===== config.mk =====
export PLATFORM = sky130hd
export DESIGN_NAME = instr_queue_split
export DESIGN_NICKNAME = d
export VERILOG_FILES = /design/src/rtl/instr_queue_split.sv
export SDC_FILE = /design/constraint.sdc
export NUM_CORES = 1
export LEC_CHECK = 0
export CORE_MARGIN = 3
export CORE_UTILIZATION = 35
export CTS_BUF_LIST = sky130_fd_sc_hd__clkbuf_4
export DETAILED_ROUTE_END_ITERATION = 12
export GPL_ROUTABILITY_DRIVEN = 1
export PLACE_DENSITY = 0.67
export SLEW_MARGIN = 20
export SYNTH_ARGS = -nofsm -noshare
export SYNTH_HDL_FRONTEND = slang
export SYNTH_SLANG_ARGS = --single-unit

===== constraint.sdc =====
create_clock -name clk -period 2.9 [get_ports clk]
set_input_delay 0.725 -clock clk [delete_from_list [all_inputs] [get_ports clk]]
set_output_delay 0.725 -clock clk [all_outputs]
set_load 0.05 [all_outputs]

===== src/rtl/instr_queue_split.sv =====
// rtl/instr_queue_split.sv - IF->ID instruction FIFO presenting the head entry split into MIPS fields.
// Optional macro IMM_EXT_EN adds the imm_ext output (extended immediate of the head entry).
module instr_queue_split #(
  parameter  int DEPTH = 4,
  parameter  int PC_W  = 32,
  localparam int CNT_W = $clog2(DEPTH + 1)
) (
  input  logic             clk,
  input  logic             reset,
  input  logic             flush,
  input  logic             in_valid,
  output logic             in_ready,
  input  logic [31:0]      in_instr,
  input  logic [PC_W-1:0]  in_pc,
  output logic             out_valid,
  input  logic             out_ready,
  output logic [PC_W-1:0]  out_pc,
  output logic [31:0]      out_instr,
  output logic [5:0]       op,
  output logic [4:0]       rs,
  output logic [4:0]       rt,
  output logic [4:0]       rd,
  output logic [4:0]       shamt,
  output logic [5:0]       func,
  output logic [15:0]      imm16,
  output logic [25:0]      imm26,
  output logic             is_nop,
`ifdef IMM_EXT_EN
  output logic [31:0]      imm_ext,
`endif
  output logic [CNT_W-1:0] count
);

  localparam int               PTR_W    = $clog2(DEPTH);
  localparam logic [CNT_W-1:0] FULL_CNT = CNT_W'(DEPTH);

  logic [31:0]      r_mem_instr [DEPTH];
  logic [PC_W-1:0]  r_mem_pc    [DEPTH];
  logic [PTR_W-1:0] r_wr_ptr;
  logic [PTR_W-1:0] r_rd_ptr;
  logic [CNT_W-1:0] r_count;

  logic             w_push;
  logic             w_pop;
  logic             w_valid;
  logic [31:0]      w_head_instr;

  assign w_valid   = (r_count != '0);
  assign in_ready  = (r_count != FULL_CNT);
  assign out_valid = w_valid;
  assign count     = r_count;
  assign w_push    = in_valid && in_ready;
  assign w_pop     = w_valid && out_ready;

  always_ff @(posedge clk or negedge reset) begin
    if (!reset) begin
      r_wr_ptr <= '0;
      r_rd_ptr <= '0;
      r_count  <= '0;
    end else if (flush) begin
      r_wr_ptr <= '0;
      r_rd_ptr <= '0;
      r_count  <= '0;
    end else begin
      if (w_push) r_wr_ptr <= r_wr_ptr + 1'b1;
      if (w_pop)  r_rd_ptr <= r_rd_ptr + 1'b1;
      if (w_push && !w_pop)      r_count <= r_count + 1'b1;
      else if (w_pop && !w_push) r_count <= r_count - 1'b1;
    end
  end

  // Storage carries no reset; outputs are masked by out_valid instead.
  always_ff @(posedge clk) begin
    if (w_push && !flush) begin
      r_mem_instr[r_wr_ptr] <= in_instr;
      r_mem_pc[r_wr_ptr]    <= in_pc;
    end
  end

  assign w_head_instr = w_valid ? r_mem_instr[r_rd_ptr] : 32'h0;
  assign out_pc       = w_valid ? r_mem_pc[r_rd_ptr] : '0;
  assign out_instr    = w_head_instr;
  assign op           = w_head_instr[31:26];
  assign rs           = w_head_instr[25:21];
  assign rt           = w_head_instr[20:16];
  assign rd           = w_head_instr[15:11];
  assign shamt        = w_head_instr[10:6];
  assign func         = w_head_instr[5:0];
  assign imm16        = w_head_instr[15:0];
  assign imm26        = w_head_instr[25:0];
  assign is_nop       = w_valid && (w_head_instr == 32'h0);

`ifdef IMM_EXT_EN
  // Logical immediates zero-extend, lui shifts up, everything else sign-extends.
  always_comb begin
    imm_ext = 32'h0;
    if (w_valid) begin
      case (w_head_instr[31:26])
        6'h0c, 6'h0d, 6'h0e: imm_ext = {16'h0, w_head_instr[15:0]};
        6'h0f:               imm_ext = {w_head_instr[15:0], 16'h0};
        default:             imm_ext = {{16{w_head_instr[15]}}, w_head_instr[15:0]};
      endcase
    end
  end
`endif

endmodule


==> run summary <==
The flow ran to the end, but the final reports show violations. The checks that failed: setup timing. The number of nets in the finished design is 853. The post-route clock period utilization came out at 123%.

The detailed router finished its first iteration with 243 violations. The final weighted congestion in routability-driven placement is 0.727, and the die height is 182 µm. Counting along the longest clock path gives a buffer depth of 3. Hold is met by 391 ps.

In the routed layout, each cell is associated on average with a via count of 4.79. The diode insertion count for antenna repair was 0. The share of the Yosys chip area taken by registers is 72.4%.

Initial antenna violation count: 2. The total die area is 33200 µm², and the largest net degree at the start of global routing is 51. TritonCTS built the clock tree.

The area of the mapped netlist is 10900 µm². The synthesized flop and latch total came out at 263. The via count of the first global-routing pass came out at 6167. Setup total negative slack on the finished layout was measured at -12420 ps.

Dividing the detail-routed wire length by the instance count gives 19.9 µm. For the worst-case clock skew, the log shows 26.1 ps. The critical path class was reg2out. The max-slew violation count was 0. The run gives 3 as the depth of the CTS H-tree. In this run the tool buffered the top-level ports with 212 buffer cells. Setup repair after global routing could not meet its margin everywhere. Biggest cell delay along the critical path: 520 ps. Among the stages of the critical path, the cell type that occurs most often is buf_12. In the global route stage, met3 resource usage came out at 4.50%.

Of all nets on the critical path, the largest fanout is 12. The transition time at the pin with the least slew margin is 577 ps, and the global-route wire length before repair is 36000 µm. The logs give -666 ps for the final worst slack and 1208 for the number of standard cells in the final layout excluding fillers.

The initialized floorplan defines 63 standard-cell rows. The worst setup path is captured at a primary output. For the met1 usage, the log shows 17.9%.

The startpoint identified for the worst register-to-register timing path is count[0]$_DFFE_PN0P_. The arrival time of data at the critical path endpoint came out at 2840 ps. After detailed placement, the total cell area comes to 12800 µm². The number of buffers and inverters on the critical path is 3. In this run the remaining antenna-violating nets after routing total 0. The logs give 0 for the number of hold violations in the final report and 36.0% for the initial core utilization. For the post-detailed-placement half-perimeter wirelength, the log shows 14400 µm.

For the met2 layer usage reported by global route, the log shows 23.9%. After global routing the overflow that remains totals 0. Clock-pin slew was measured on the worst setup and hold paths at 60 ps. Length of the first detailed-routing pass in iterations: 4. The critical path goes through buf_12, mux4_2, nor4_1, buf_4, nand4_1, nor3_4, buf_12. The total area of multi-input combinational cells is 2380 µm². Clock tree synthesis inserted a total of 70 buffers. In this run the worst hold path is classified as in2async. After synthesis, the mean cell area works out to 20.0 µm². STA puts the critical path data required time at 2170 ps.

Summed over all layers, the routed wires come to 24000 µm. The number of nets handed over by synthesis was 617. The tools report the source-to-sink clock delay at the later pin of the worst-skew pair as 620 ps. The layout overhead on the synthesized area was 33.8%; the top-level port count was 213. Setup violations remaining at the end of the flow were counted as 104. From left edge to right edge, the die measures 182 µm. Subtracting the final worst setup slack from the clock period gives 3570 ps.

The Yosys step of the flow raised 0 warnings. The count of vias placed by the detailed router came out at 5790. The number of fill cells is 2531, and the sequential cell area is 7870 µm². After routing the design area is 14500 µm². The logs give 543 for the number of instances in the synthesized netlist and 0 for the post-route DRC violation count.

For the global-route usage over all layers, the log shows 14.3%. Timing would allow up to 0.280 GHz. Worst slew slack as a fraction of its limit: 61.2%. The synthesized netlist contains 33 unique library cells.

Core area: 30100 µm². Max-cap violations in this run came to 0. Counting every sink on the clock net gives 263. The fraction of layout cells with a size suffix above 1 is 51.3%. On the critical path, the stage with the largest delay is an instance of mux4_2. Startpoint of the most critical setup path: r_rd_ptr[0]$_DFFE_PN0P_.

The worst setup path is launched from a register. Buffers inserted to repair hold after CTS numbered 0. The routing layer with the top usage in global route is met2. The clock root buffer was clkbuf_4. The number of placed instances, taps included, is 1075.

The flop-to-flop setup slack was 790 ps. Among cell families on the critical path, the largest total delay comes from simple AND/OR/NAND/NOR gates.
-- synthesized netlist by cell type --
cell type | instances | share of area [%]
nor2_1 | 5 | 0.17
buf_12 | 1 | 0.18
nand4_1 | 2 | 0.12
nor3b_1 | 2 | 0.14
o21a_1 | 2 | 0.14
dfrtp_1 | 7 | 1.6
mux4_2 | 45 | 9.3
xnor2_1 | 2 | 0.16
xor2_1 | 1 | 0.081
ha_1 | 4 | 0.46
nand2_1 | 3 | 0.10
and2_1 | 67 | 3.9
mux4_1 | 19 | 4.6
o211a_1 | 1 | 0.092
buf_4 | 76 | 5.3
fa_1 | 1 | 0.18
nand3_1 | 1 | 0.046
nor4_2 | 1 | 0.12
nor3_2 | 1 | 0.092
nor4_1 | 7 | 0.40
a21oi_1 | 1 | 0.046
edfxtp_1 | 256 | 71
or3_2 | 1 | 0.069
clkbuf_1 | 10 | 0.35
o21ai_0 | 1 | 0.046
buf_2 | 5 | 0.23
o31a_1 | 1 | 0.081
and2_2 | 1 | 0.069
inv_1 | 7 | 0.24
a21boi_1 | 1 | 0.069
buf_6 | 1 | 0.10
clkbuf_8 | 3 | 0.38
nor3_1 | 7 | 0.32
-- stage by stage --
stage	setup WS (ps)	util (%)
after floorplan	48.1	-
after global placement	-270	42.4
after detailed placement	-296	42.4
after CTS	-809	46.8
after global routing	-847	48.2
final	-666	48.2
-- worst reg2reg max path, stage by stage (launching register included) --
cell and delay, ps:
dfrtp_1 480, o31a_1 330, nor3_1 460, fa_1 520, o21a_1 120, nor3_1 130
-- final cells by class --
class                      count  share of cell area (%)
multi-input combinational    177                    16.4
inverter                       7                   0.181
timing repair buffer         260                    20.2
sequential                   263                    54.2
clock buffer                  99                    5.12
clock inverter                12                   0.577
tap                          390                    3.36
-- cells in the final DEF (no fill, tap or decap), types with 3 or more instances in the layout --
master / n
nor4_2: 3
mux4_2: 62
nor3_1: 6
ha_1: 4
clkinv_1: 8
buf_8: 5
clkdlybuf4s50_1: 71
and2_4: 54
buf_12: 15
nor2_1: 5
dfrtp_1: 5
buf_16: 6
edfxtp_1: 256
buf_4: 44
nor4_1: 4
nand2_1: 3
and2_1: 12
buf_6: 117
clkbuf_4: 99
inv_1: 6
-- flip-flops by register name (all words and copies together), names as in the netlist --
name	flops
r_mem_pc	128
count	3
r_mem_instr	128
r_rd_ptr	2
r_wr_ptr	2
-- logic make-up (layout without fill, tap and decap cells) --
family / Yosys count / in the layout / synth area share, %
compound gates: 7 / 7 / 0.473
xor+xnor: 3 / 3 / 0.242
fa+ha+maj: 5 / 5 / 0.646
buf+inv: 103 / 378 / 6.74
flops: 263 / 263 / 72.4
mux: 64 / 64 / 13.9
simple gates: 98 / 98 / 5.51
-- metal layers --
metal / part of all wire [%] / wire [µm]
met3: 8.0 / 1920
met5: 0.075 / 18
met2: 50 / 12000
met4: 1.4 / 345
met1: 40 / 9720
-- worst paths after layout --
path,endpoint,cells after the start
setup / recovery,is_nop,7
hold / removal,r_rd_ptr[0]$_DFFE_PN0P_,1
setup reg to reg,count[1]$_DFFE_PN0P_,5
hold reg to reg,r_wr_ptr[1]$_DFFE_PN0P_,2
max in group asynchronous,r_rd_ptr[1]$_DFFE_PN0P_,1
min in group clk,r_wr_ptr[1]$_DFFE_PN0P_,2
-- what timing repair did --
action	4_1_cts	5_1_grt
setup endpoints to repair	141	139
buffers inserted	10	7
cloned	4	1
pin swaps	3	0
gates resized for setup	118	112
Power is not shown: default switching activity piles up to over one toggle a cycle in this logic, so the estimate is an artifact.
